==> config.mk <==
export PLATFORM = sky130hd
export DESIGN_NAME = ehgu_hamming_secded_dec
export DESIGN_NICKNAME = d
export VERILOG_FILES = /design/src/rtl/ehgu_hamming_secded_pkg.sv /design/src/rtl/ehgu_hamming_syndrome.sv /design/src/rtl/ehgu_hamming_secded_dec.sv
export SDC_FILE = /design/constraint.sdc
export NUM_CORES = 1
export LEC_CHECK = 0
export ABC_AREA = 1
export CAP_MARGIN = 10
export CORE_ASPECT_RATIO = 1.1
export CORE_MARGIN = 5
export CORE_UTILIZATION = 43
export DETAILED_ROUTE_END_ITERATION = 10
export GPL_ROUTABILITY_DRIVEN = 0
export GPL_TIMING_DRIVEN = 0
export HOLD_SLACK_MARGIN = 0.05
export PLACE_DENSITY = 0.78
export SLEW_MARGIN = 10
export SYNTH_ARGS = -nofsm -noshare
export SYNTH_HDL_FRONTEND = slang
export SYNTH_SLANG_ARGS = --single-unit
export TNS_END_PERCENT = 1
==> constraint.sdc <==
create_clock -name clk -period 1 [get_ports clk]
set_clock_uncertainty 0.05 [all_clocks]
set_input_delay 0.3 -clock clk [delete_from_list [all_inputs] [get_ports clk]]
set_output_delay 0.3 -clock clk [all_outputs]
set_load 0.005 [all_outputs]
==> src/rtl/ehgu_hamming_secded_pkg.sv <==
// Shared constants and types for the Hamming SECDED decoder.
// Default geometry is Hamming(7,4) plus an overall even-parity bit.
package ehgu_hamming_secded_pkg;

    localparam int HAM_N = 7;
    localparam int HAM_K = 4;
    localparam int MAX_N = 64;

    typedef enum logic [1:0] {
        ERR_CLEAN = 2'd0,
        ERR_SEC   = 2'd1,
        ERR_DED   = 2'd2
    } err_class_t;

    // Bit i is set when code index i holds a check bit, i.e. i+1 is a power of two.
    function automatic logic [MAX_N-1:0] check_mask(input int n);
        logic [MAX_N-1:0] m;
        m = '0;
        for (int i = 0; i < MAX_N; i++) begin
            if (i < n && ((i + 1) & i) == 0) begin
                m[i] = 1'b1;
            end
        end
        return m;
    endfunction

    localparam logic [HAM_N-1:0] PARITY_MASK = HAM_N'(check_mask(HAM_N));

endpackage

==> src/rtl/ehgu_hamming_syndrome.sv <==
// Combinational syndrome and overall-parity generator for one codeword.
// Syndrome bit j covers every code index whose 1-based position has bit j set.
module ehgu_hamming_syndrome
    import ehgu_hamming_secded_pkg::*;
#(
    parameter int N = HAM_N,
    parameter int K = HAM_K
)(
    input  logic [N:0]     code,
    output logic [N-K-1:0] syndrome,
    output logic           parity
);

    localparam int S_W = N - K;

    // Fold the Hamming bits into the syndrome and the whole word into the parity.
    always_comb begin
        syndrome = '0;
        for (int j = 0; j < S_W; j++) begin
            for (int i = 0; i < N; i++) begin
                if ((((i + 1) >> j) & 1) == 1) begin
                    syndrome[j] = syndrome[j] ^ code[i];
                end
            end
        end
        parity = ^code;
    end

endmodule

==> src/rtl/ehgu_hamming_secded_dec.sv <==
// Two-stage pipelined Hamming SECDED decoder with valid/ready handshakes.
// S1 registers the Hamming bits with their syndrome and overall parity,
// S2 registers the corrected data and the SEC/DED flags.
// Optional error counters are built when EHGU_SECDED_ERR_CNT_EN is defined.
module ehgu_hamming_secded_dec
    import ehgu_hamming_secded_pkg::*;
#(
    parameter int N     = HAM_N,
    parameter int K     = HAM_K,
    parameter int CNT_W = 16
)(
    input  logic         clk,
    input  logic         rst_n,
    input  logic         in_valid,
    output logic         in_ready,
    input  logic [N:0]   in_code,
    output logic         out_valid,
    input  logic         out_ready,
    output logic [K-1:0] out_data,
    output logic         out_sec,
    output logic         out_ded
`ifdef EHGU_SECDED_ERR_CNT_EN
    ,
    input  logic             cnt_clr,
    output logic [CNT_W-1:0] sec_cnt,
    output logic [CNT_W-1:0] ded_cnt
`endif
);

    localparam int S_W = N - K;
    localparam logic [N-1:0] CHECK_MASK = N'(check_mask(N));

    // Reject geometries the correction and extraction logic cannot represent.
    if (K < 2 || S_W < 2 || (1 << S_W) < N + 1 || CNT_W < 1) begin : g_param_check
        $error("ehgu_hamming_secded_dec: unsupported N/K/CNT_W combination");
    end

    logic           s1_valid;
    logic [N-1:0]   s1_code;
    logic [S_W-1:0] s1_syn;
    logic           s1_par;

    logic [S_W-1:0] syn_next;
    logic           par_next;

    logic           s1_ready;
    logic           s2_ready;

    err_class_t     err_class;
    logic [N-1:0]   flip_mask;
    logic [N-1:0]   corrected;
    logic [K-1:0]   data_next;

    ehgu_hamming_syndrome #(
        .N (N),
        .K (K)
    ) u_syndrome (
        .code     (in_code),
        .syndrome (syn_next),
        .parity   (par_next)
    );

    assign s2_ready = !out_valid || out_ready;
    assign s1_ready = !s1_valid || s2_ready;
    assign in_ready = s1_ready;

    // S1: capture the codeword with its syndrome whenever the stage can move.
    always_ff @(posedge clk) begin
        if (!rst_n) begin
            s1_valid <= 1'b0;
            s1_code  <= '0;
            s1_syn   <= '0;
            s1_par   <= 1'b0;
        end else if (s1_ready) begin
            s1_valid <= in_valid;
            if (in_valid) begin
                s1_code <= in_code[N-1:0];
                s1_syn  <= syn_next;
                s1_par  <= par_next;
            end
        end
    end

    // Classify the error, flip the indicated bit and gather the data bits in order.
    always_comb begin
        err_class = ERR_CLEAN;
        flip_mask = '0;
        if (s1_syn == '0) begin
            err_class = s1_par ? ERR_SEC : ERR_CLEAN;
        end else if (s1_par && int'(s1_syn) <= N) begin
            err_class = ERR_SEC;
            for (int i = 0; i < N; i++) begin
                if (int'(s1_syn) == i + 1) begin
                    flip_mask[i] = 1'b1;
                end
            end
        end else begin
            err_class = ERR_DED;
        end
        corrected = s1_code ^ flip_mask;
        data_next = '0;
        for (int i = 0; i < N; i++) begin
            if (!CHECK_MASK[i]) begin
                data_next = {corrected[i], data_next[K-1:1]};
            end
        end
    end

    // S2: register the result; it is held untouched while downstream stalls.
    always_ff @(posedge clk) begin
        if (!rst_n) begin
            out_valid <= 1'b0;
            out_data  <= '0;
            out_sec   <= 1'b0;
            out_ded   <= 1'b0;
        end else if (s2_ready) begin
            out_valid <= s1_valid;
            if (s1_valid) begin
                out_data <= data_next;
                out_sec  <= (err_class == ERR_SEC);
                out_ded  <= (err_class == ERR_DED);
            end
        end
    end

`ifdef EHGU_SECDED_ERR_CNT_EN
    localparam logic [CNT_W-1:0] CNT_MAX = '1;

    // Saturating event counters bumped on each output handshake; clear has priority.
    always_ff @(posedge clk) begin
        if (!rst_n || cnt_clr) begin
            sec_cnt <= '0;
            ded_cnt <= '0;
        end else if (out_valid && out_ready) begin
            if (out_sec && sec_cnt != CNT_MAX) begin
                sec_cnt <= sec_cnt + CNT_W'(1);
            end
            if (out_ded && ded_cnt != CNT_MAX) begin
                ded_cnt <= ded_cnt + CNT_W'(1);
            end
        end
    end
`endif

endmodule

Word level (Yosys, flattened, before mapping):

Index checks and enable logic that the tools add are counted.
W data, S select, Z words.

* magnitude comparators: 0
* $mul: 0
* add/subtract/negate cells: 0
* equality and inequality tests: 9
* reduce and logical (&&, ||, !) cells: 8
* mux-type cells: 12
* divide/modulo/power cells: 0
* shifts and indexed selects: 0
* bitwise logic cells: 10

Operators with widths (number)
* $mux W7: 2
* $eq A3 B3 Y1 const B: 4
* $xor A1 B1 Y1: 9
* $mux W1: 8
* $reduce_xor A8 Y1: 1
* $xor A7 B7 Y7: 1
* $eq A3 B2 Y1 const B: 2
* $mux W2: 2
* $reduce_and A2 Y1: 2
* $eq A3 B1 Y1 const B: 1
* $logic_not A3 Y1: 1
* $eq A2 B1 Y1 const B: 1
* $eq A2 B2 Y1 const B: 1
* $logic_not A1 Y1: 2
* $logic_or A1 B1 Y1: 2

* bits in read-only memories: 0
* memories kept: 0
* latch bits: 0
* word-level logic and storage cells: 47
* register bits: 19
* bits in writable memories: 0

Depth between registers and ports, before layout:

Gate-level depths: netlist of the first run.

* depth after elaboration: 5
* gate-level depth with buffers: 10
* depth with buffers taken out: 9

Cells and area by module:

From an unflattened synthesis of the first run, not the netlist that was laid out.

* cell total of the unflattened synthesis: 159
* area total of the unflattened synthesis: 973.4 um^2

By module, submodules not included
* ehgu_hamming_secded_dec: instances 1, sequential area each 320.3 um^2, area an instance 713.2 um^2, cells each 107
* ehgu_hamming_syndrome: instances 1, sequential area each 0.0 um^2, area an instance 260.2 um^2, cells each 52

Least setup slack after synthesis of the first run:

No wires, ideal clock.

* kind: register to register
* start: reg out_valid
* end: reg s1_par
* buffers on the path: 1
* arrival: 0.919 ns
* setup time: 0.117 ns
* stages on the path, launching flop included: 7
* slack: -0.086 ns
* clock period less this slack: 1.086 ns
* data required time: 0.833 ns
* cells stage by stage: dfxtp_1 nand3_2 nand2_1 inv_2 buf_6 o21ai_0 nor2_1

* word-level cells in the longest chain between the ends: 4

RTL lines
* start: declaration: RTL line ehgu_hamming_secded_dec.sv:17 `output logic out_valid,`
* start signal: assignment: RTL line ehgu_hamming_secded_dec.sv:117 `out_valid <= s1_valid;`
* $logic_not A1 Y1: RTL line ehgu_hamming_secded_dec.sv:63 `assign s2_ready = !out_valid || out_ready;`
* $logic_or A1 B1 Y1: RTL line ehgu_hamming_secded_dec.sv:63
* $logic_or A1 B1 Y1: RTL line ehgu_hamming_secded_dec.sv:64 `assign s1_ready = !s1_valid || s2_ready;`
* named net in_ready: RTL line ehgu_hamming_secded_dec.sv:15 `output logic in_ready,`
* $reduce_and A2 Y1 (no line)
* end signal: assignment: RTL line ehgu_hamming_secded_dec.sv:79 `s1_par <= par_next;`
* end: declaration: RTL line ehgu_hamming_secded_dec.sv:41 `logic s1_par;`

The timed path passes the listed nets, and every way through them passes these cells.
A chain may end at the register's enable or synchronous reset.

Worst setup path after layout of the first run:

* start: reg out_valid
* end: out in_ready

* word-level cells in the longest chain between the ends: 3

RTL lines (RTL line)
* $logic_not A1 Y1: ehgu_hamming_secded_dec.sv:63
* $logic_or A1 B1 Y1: ehgu_hamming_secded_dec.sv:63
* $logic_or A1 B1 Y1: ehgu_hamming_secded_dec.sv:64
* end: declaration: ehgu_hamming_secded_dec.sv:15

No other way between the ends.

==> metrics.txt, run 1 <==
minimum clock period 1.28 ns; status finished, violations left; Num CTS Buffers 3; critical path peak fanout 3; worst path cell trace buf_6 -> nand3_4 -> buf_6; Sink Count 16; Syn Std Cell Area 857 µm²; Total GRT Usage 13.1%; setup violators final 23; H-Tree Depth 1; DR pass1 iterations 3; max frequency 0.784 GHz; core box area 1960 µm²; Rel. slew slack 79.3%; Buffers on Ports 18; initial antenna violation count 0; pin count of the biggest net entering global routing 11; met1 WL 641 µm; synth warn 0; vias in the first global route 769; Post-Syn Instances 125; slowest CP cell dfxtp_2; clk root buf clkbuf_4; sequential element share of the synthesized area 37.4%; most frequent CP cell buf_6; TritonCTS clock tree built; Clock Tree Buf Depth 2; Crit path arrival time 0.93 ns; Worst-Margin Slew 0.310 ns; Clk pwr share 28.3%; hold slack 0.247 ns; via count 807; Wirelength per Cell 9.49 µm; Skew-Pair Late Insertion Delay 0.28 ns; mean area per synthesized cell 6.86 µm²; first-pass GRT wire length 3.02 mm; post-layout util 59.5%; Hold Crit Class in2reg; Setup WS post-layout -0.276 ns; share of power burned in registers 49.9%; Post-Syn Nets 137; vias per inst 4.51; layout cells sized above 1 22.5%; Peak supply drop 0.000527 V; Ports 20; final worst-path cycle share 128%; Worst path max stage delay 0.35 ns; WP data required 0.65 ns; clock-pin slew on the worst setup and hold paths 0.09 ns; total congestion overflow 0; combinational power share 21.8%; Final Max Slew Viols 0; # diodes 0; critical path type reg2out; maxcap violations 0; CP endpoint kind primary output; EDFF count, synth 0; DRT antenna net count 0; nets@finish 164; Site Rows 17; die area 2990 µm²; die width 52.6 µm; wire length on met3 103 µm; RSZ-0062 raised after global routing true; Primary FF master, synth dfxtp_1; violated checks setup timing; switching portion of total power 26.8%; ys async rst share 0%; Int Pwr 1.07 mW; Die H 56.8 µm; Sw Pwr 390 µW; detailed router's first-iteration violation count 8; synth unique cells 18; initial core utilization 43.8%; WL final 1.70 mm; Final Hold Vio Count 0; drc violations 0; Top Layer Used met4; leakage 0.594 nW; FF+latch count, synth 16; DP HPWL 1.35 mm; CP Launch Type flip-flop; wire length on met2 940 µm; Layout Area Growth over Synthesis 35.8%; pwr/cell area 1250 nW/µm²
## kinds of logic (layout without fill, tap and decap cells)
family / Yosys count / in the layout / share of synthesized area, %
AOI/OAI and AO/OA: 23 / 23 / 13.7
buffers and inverters: 22 / 48 / 11.4
and+or+nand+nor: 52 / 52 / 25.3
DFF: 16 / 16 / 37.4
xor gates and xnor gates: 12 / 12 / 12.3
## state kept, by name, summed over array words and instances (netlist names)
signal	count
s1_valid	1
out_ded	1
s1_syn	3
out_sec	1
out_data	4
out_valid	1
s1_code	4
s1_par	1
## synthesized netlist by cell type, types with 2 or more instances
master,count,area (µm²)
nand2_1,29,109
xnor2_1,7,61.3
a21oi_1,9,45.0
xor2_1,5,43.8
nor2_1,16,60.1
nor3_1,2,10.0
inv_2,2,7.51
dfxtp_1,16,320
inv_1,18,67.6
o21ai_1,3,15.0
buf_6,2,22.5
o21ai_0,10,50.1
## repair_timing
| item | CTS | global route |
|---|---|---|
| setup buffers | 3 | 1 |
| resized for setup | 37 | 12 |
| setup endpoints to repair | 24 | 23 |
| hold buffers | 0 | 0 |
## critical path: cells and delay by family, from the launching register on
kind	cells	cell delay (ns)
flip-flops	1	0.35
AND/OR/NAND/NOR	1	0.07
buffers and inverters	2	0.22
## cells in the final DEF (no fill, tap or decap), drive strengths merged, types with 6 or more instances in the layout
cell,n
a21oi,9
buf,12
dfxtp,16
dlygate4sd2,6
inv,20
nand2,30
nor2,16
o21ai,13
xnor2,7
## final timing paths
path / startpoint / end / slack, ns / cells after the start
max: out_valid / in_ready / -0.28 / 3
min: in_code[6] / s1_code[6] / 0.25 / 3
max reg2reg: out_valid / s1_par / -0.25 / 8
min reg2reg: out_sec / out_sec / 0.46 / 2
## stage by stage
stage | setup TNS (ns) | setup slack, ns | cells | instance area (µm²) | power, mW
floorplan | -0.0269 | -0.0177 | 125 | 866 | 0.923
global placement | -9.60 | -0.785 | 171 | 1080 | 1.04
detailed placement | -9.99 | -0.795 | 171 | 1080 | 1.05
CTS | -3.59 | -0.280 | 178 | 1130 | 1.46
global route | -5.23 | -0.337 | 179 | 1160 | 1.56
finish | -3.33 | -0.276 | 179 | 1160 | 1.46
## metal layers
metal / global-route usage, % / vias up
met3: 2.12 / 2
met5: 0 / -
met2: 24.6 / 21
li1: - / 441
met4: 5.47 / 0
met1: 13.6 / 343
## power by group through the flow
stage	Clock, mW	Combinational (mW)	Sequential (mW)
floorplan	0	0.192	0.731
global placement	0	0.308	0.733
detailed placement	0	0.318	0.735
CTS	0.428	0.310	0.723
global route	0.465	0.361	0.737
finish	0.411	0.318	0.727
## area by class of cell
type                       instances  area (µm²)
buffer                             2        22.5
clock buffer                       4        36.3
fill                             213         793
inverter                          20        80.1
multi-input combinational         87         464
sequential                        16         329
tap                               28        35.0
timing repair buffer              22         196
Note: power is estimated with default switching activity, not from simulation.
==> inputs of run 2 (changes only) <==
--- a/config.mk
+++ b/config.mk
@@ -9,12 +9,12 @@
 export CAP_MARGIN = 10
 export CORE_ASPECT_RATIO = 1.1
 export CORE_MARGIN = 5
-export CORE_UTILIZATION = 43
+export CORE_UTILIZATION = 51
 export DETAILED_ROUTE_END_ITERATION = 10
 export GPL_ROUTABILITY_DRIVEN = 0
 export GPL_TIMING_DRIVEN = 0
 export HOLD_SLACK_MARGIN = 0.05
-export PLACE_DENSITY = 0.78
+export PLACE_DENSITY = 0.86
 export SLEW_MARGIN = 10
 export SYNTH_ARGS = -nofsm -noshare
 export SYNTH_HDL_FRONTEND = slang
==> constraint.sdc (replaced) <==
create_clock -name clk -period 1.55 [get_ports clk]
set_clock_uncertainty 0.05 [all_clocks]
set_input_delay 0.465 -clock clk [delete_from_list [all_inputs] [get_ports clk]]
set_output_delay 0.465 -clock clk [all_outputs]
set_load 0.005 [all_outputs]
==> run 2 against run 1 <==
  * The run now ends clean
  * Clock power decreased by 35%
  * Sequential power down 36%
  * Die area shrank 13%
  * Global-route usage rose by 0.62 points
  * Sequential share of layout area is 1.8 points higher
  * Design area shrank 6.3%
  * Flip-flop and latch count did not move
  * Worst setup slack improved by 0.36 ns
==> metrics.txt, run 2 (synthesis results as in run 1) <==
status finished clean; Worst-Margin Slew 0.294 ns; post-layout util 69.1%; initial antenna violation count 0; DR pass1 iterations 4; Peak supply drop 0.000407 V; fin area 1090 µm²; vias in the first global route 744; top flop regs out_data (4), s1_code (4), s1_syn (3); Buffers on Ports 18; DP HPWL 1.25 mm; detailed router's first-iteration violation count 18; WL final 1.59 mm; pin count of the biggest net entering global routing 11; Hold Crit Class in2reg; TritonCTS clock tree built; setup violators final 0; Skew-Pair Late Insertion Delay 0.28 ns; die width 49.1 µm; Total GRT Usage 13.7%; via count 787; leakage 0.583 nW; Final Hold Vio Count 0; initial core utilization 54.4%; H-Tree Depth 1; DRT antenna net count 0; clk root buf clkbuf_4; pwr/cell area 849 nW/µm²; critical path peak fanout 3; clock-pin slew on the worst setup and hold paths 0.09 ns; FF+latch area 328 µm²; Fill cells 149; minimum clock period 1.47 ns; Placed Area 1060 µm²; nets@finish 160; Tot Pwr 925 µW; Num CTS Buffers 3; die area 2600 µm²; critical path type in2out; drc violations 0; most common cell after layout, fill and taps aside nand2_1; Crit path arrival time 0.95 ns; Wirelength per Cell 9.71 µm; layout cells sized above 1 12.9%; WP data required 1.03 ns; Rel. slew slack 80.3%; most frequent cells in the layout 29 x nand2_1, 17 x inv_1, 16 x nor2_1; total congestion overflow 0; vias per inst 4.80; Hold Buf Count CTS 0; Ports 20; first-pass GRT wire length 2.87 mm; setup TNS 0 ns; core box area 1580 µm²; Sink Count 16; maxcap violations 0; final worst-path cycle share 94.7%; CP Launch Type input port; hold slack 0.410 ns; Layout Area Growth over Synthesis 27.2%; # diodes 0; Site Rows 15; Clock Tree Buf Depth 2; Die H 53.0 µm; CP endpoint kind primary output; multi-input logic area 439 µm²; RSZ-0062 raised after global routing false; Final Max Slew Viols 0; max frequency 0.681 GHz
[run 2: changes by cell type in the layout (fill, tap and decap cells not counted), sizes merged]
cell / previous run / this run
buf: 12 / 3
clkbuf: 5 / 4
clkdlybuf4s50: 5 / 8
dlygate4sd2: 6 / 8
dlymetal6s2s: 0 / 1
[run 2: metal layers]
metal | vias up | share of wire, % | global-route usage [%]
met5 | - | 0 | 0
met4 | 0 | 1.1 | 5.38
met3 | 2 | 6.3 | 3.94
met2 | 19 | 52 | 26.2
met1 | 335 | 41 | 13.8
li1 | 431 | - | -
[run 2: per-stage QoR]
| stage | std cells | setup WS (ns) |
|---|---|---|
| 5_1_grt | 164 | 0.0144 |
| 6_report | 164 | 0.0821 |
| 4_1_cts | 164 | 0.0775 |
| 3_3_place_gp | 160 | -0.505 |
| 2_1_floorplan | 125 | 0.317 |
| 3_5_place_dp | 160 | -0.502 |
[run 2: critical path: stages]
cell           delay [ns]
dlygate4sd2_1        0.23
inv_2                0.05
nand3_2              0.07
buf_2                0.13
[run 2: area by class of cell]
cell class | instances | share of cell area, %
repair buffers | 18 | 15.4
inverters | 20 | 6.89
flip-flops and latches | 16 | 30.1
clock buffers | 4 | 3.33
well taps | 17 | 1.95
plain buffers | 2 | 2.07
multi-input cells | 87 | 40.3
[run 2: repair_timing]
item	CTS	global route
endpoints found under the hold margin	0	0
setup buffers	0	0
setup endpoints to repair	8	1
gates resized for setup	19	1
[run 2: worst paths after layout]
| check | startpoint | endpoint | slack, ns | depth (start not counted) |
|---|---|---|---|---|
| min | in_code[6] | s1_code[6] | 0.41 | 3 |
| max | out_ready | in_ready | 0.08 | 4 |
| min reg2reg | s1_valid | s1_valid | 0.45 | 2 |
| max reg2reg | out_valid | out_data[0] | 0.34 | 7 |
[run 2: where the power goes]
group	total, mW	internal [mW]	leakage, nW	switching, mW
Clock	0.268	0.143	0.0210	0.125
Sequential	0.466	0.445	0.135	0.0207
Combinational	0.192	0.0925	0.427	0.0994
Total	0.925	0.680	0.583	0.245
==> inputs of run 3 (changes only) <==
--- a/config.mk
+++ b/config.mk
@@ -12,9 +12,9 @@
 export CORE_UTILIZATION = 51
 export DETAILED_ROUTE_END_ITERATION = 10
 export GPL_ROUTABILITY_DRIVEN = 0
-export GPL_TIMING_DRIVEN = 0
 export HOLD_SLACK_MARGIN = 0.05
 export PLACE_DENSITY = 0.86
+export SETUP_SLACK_MARGIN = 0.3
 export SLEW_MARGIN = 10
 export SYNTH_ARGS = -nofsm -noshare
 export SYNTH_HDL_FRONTEND = slang
==> run 3 against run 2 <==
  * First-iteration DRC count shrank 61%
  * Maximum frequency rose by 3.3%
  * Core utilization grew 7.9 points
  * Cell count is 9.8% higher
  * Combinational power is 15% higher
  * Critical endpoint unchanged
==> metrics.txt, run 3 (synthesis results as in run 1) <==
status finished clean; Worst path max stage delay 0.34 ns; Site Rows 15; setup TNS 0 ns; leakage 0.675 nW; R2R Setup Slk 0.25 ns; Clock Tree Buf Depth 2; vias in the first global route 800; Crit path arrival time 0.91 ns; Tot Pwr 959 µW; R2R Path Start out_valid; Peak supply drop 0.000400 V; critical path type reg2out; Ports 20; slowest CP cell dfxtp_2; core box area 1580 µm²; initial core utilization 54.4%; WP data required 1.03 ns; total congestion overflow 0; Total GRT Usage 15.9%; first-pass GRT wire length 3.18 mm; # diodes 0; Buffers on Ports 19; worst hold start out_ded; Final Max Slew Viols 0; minimum clock period 1.42 ns; TritonCTS clock tree built; clk root buf clkbuf_4; Skew-Pair Late Insertion Delay 0.29 ns; Worst-Margin Slew 0.223 ns; detailed router's first-iteration violation count 7; die area 2600 µm²; most frequent CP cell buf_6; H-Tree Depth 1; Num CTS Buffers 3; multi-input logic area 447 µm²; CP endpoint kind primary output; Sink Count 16; critical path peak fanout 2; pin count of the biggest net entering global routing 17; Rel. slew slack 84.9%; final worst-path cycle share 91.7%; die width 49.1 µm; maxcap violations 0; Min-Delay Endpoint out_ded; drc violations 0; Wirelength per Cell 9.95 µm; DRT antenna net count 0; via count 858; most common cell after layout, fill and taps aside nand2_1; most frequent cells in the layout 29 x nand2_1, 17 x inv_1, 16 x nor2_1, 16 x buf_4, 12 x dlygate4sd2_1; Fill cells 133; DP HPWL 1.43 mm; FF+latch area 327 µm²; Final Hold Vio Count 0; max frequency 0.703 GHz; FF-to-FF End out_data[3]; Hold Buf Count CTS 0; r2r worst-path depth 7; Layout Area Growth over Synthesis 41.6%; initial antenna violation count 0; Die H 53.0 µm; Worst Hold Path Cells 2; CP Launch Type flip-flop; clock-pin slew on the worst setup and hold paths 0.09 ns; RSZ-0062 raised after global routing true; worst path cell trace buf_6 -> nand3_4 -> buf_6; setup violators final 0; nets@finish 176; vias per inst 4.77; Hold Crit Class reg2reg; pwr/cell area 790 nW/µm²; DR pass1 iterations 4; WL final 1.79 mm; top flop regs out_data (4), s1_code (4), s1_syn (3); layout cells sized above 1 20.9%
==> run 3: changes by cell type in the layout (fill, tap and decap cells not counted), sizes merged <==
cell           delta
clkdlybuf4s50     -5
dlygate4sd2       +4
buf              +16
dlymetal6s2s      +1
==> run 3: layer usage <==
layer / share of wire [%] / GRT usage, % / routed length (µm)
met4: 1.5 / 6.73 / 27
met3: 5.1 / 3.94 / 92
met2: 54 / 30.9 / 967
met5: 0 / 0 / 0
met1: 39 / 15.7 / 703
==> run 3: worst max-delay path by stage <==
stage               startpoint           to  slack, ns  cells past startpoint
detailed placement   out_ready     in_ready      -0.53                      4
floorplan            out_ready  out_data[0]       0.32                      8
global placement     out_ready     in_ready      -0.49                      4
finish               out_valid     in_ready       0.13                      3
CTS                  out_valid     in_ready       0.13                      3
global route         out_valid     in_ready       0.07                      3
==> run 3: critical path: cells and delay by family, from the launching register on <==
family	cells	cell delay (ns)
DFF	1	0.34
and+or+nand+nor	1	0.06
buffers and inverters	2	0.22
==> run 3: power by group <==
part	total, mW	internal (mW)	leakage (nW)	switching (mW)
clock	0.273	0.143	0.0210	0.130
combinational	0.221	0.112	0.519	0.109
sequential	0.465	0.444	0.134	0.0207
==> run 3: repair_timing <==
item / in CTS / in global routing
hold endpoints to repair: 0 / 0
pin swaps: 2 / 0
buffers inserted: 3 / 0
endpoints found under the setup margin: 22 / 22
gates resized for setup: 28 / 2
==> run 3: area by class of cell <==
| class | count | area share [%] |
|---|---|---|
| Multi-Input combinational cell | 87 | 36.8 |
| Sequential cell | 16 | 26.9 |
| Timing Repair Buffer | 36 | 25.4 |
| Inverter | 20 | 6.19 |
| Clock buffer | 4 | 2.99 |
| Tap cell | 17 | 1.75 |
==> run 3: through the flow <==
stage,utilization [%],cells,hold WS (ns),instance area [µm²],setup slack [ns]
after detailed placement,73.0,173,0.458,1150,-0.528
final,77.0,180,0.455,1210,0.128
after global placement,73.0,173,0.443,1150,-0.488
after global routing,77.0,180,0.490,1210,0.0732
after CTS,76.7,180,0.462,1210,0.133
after floorplan,-,125,0.444,857,0.317
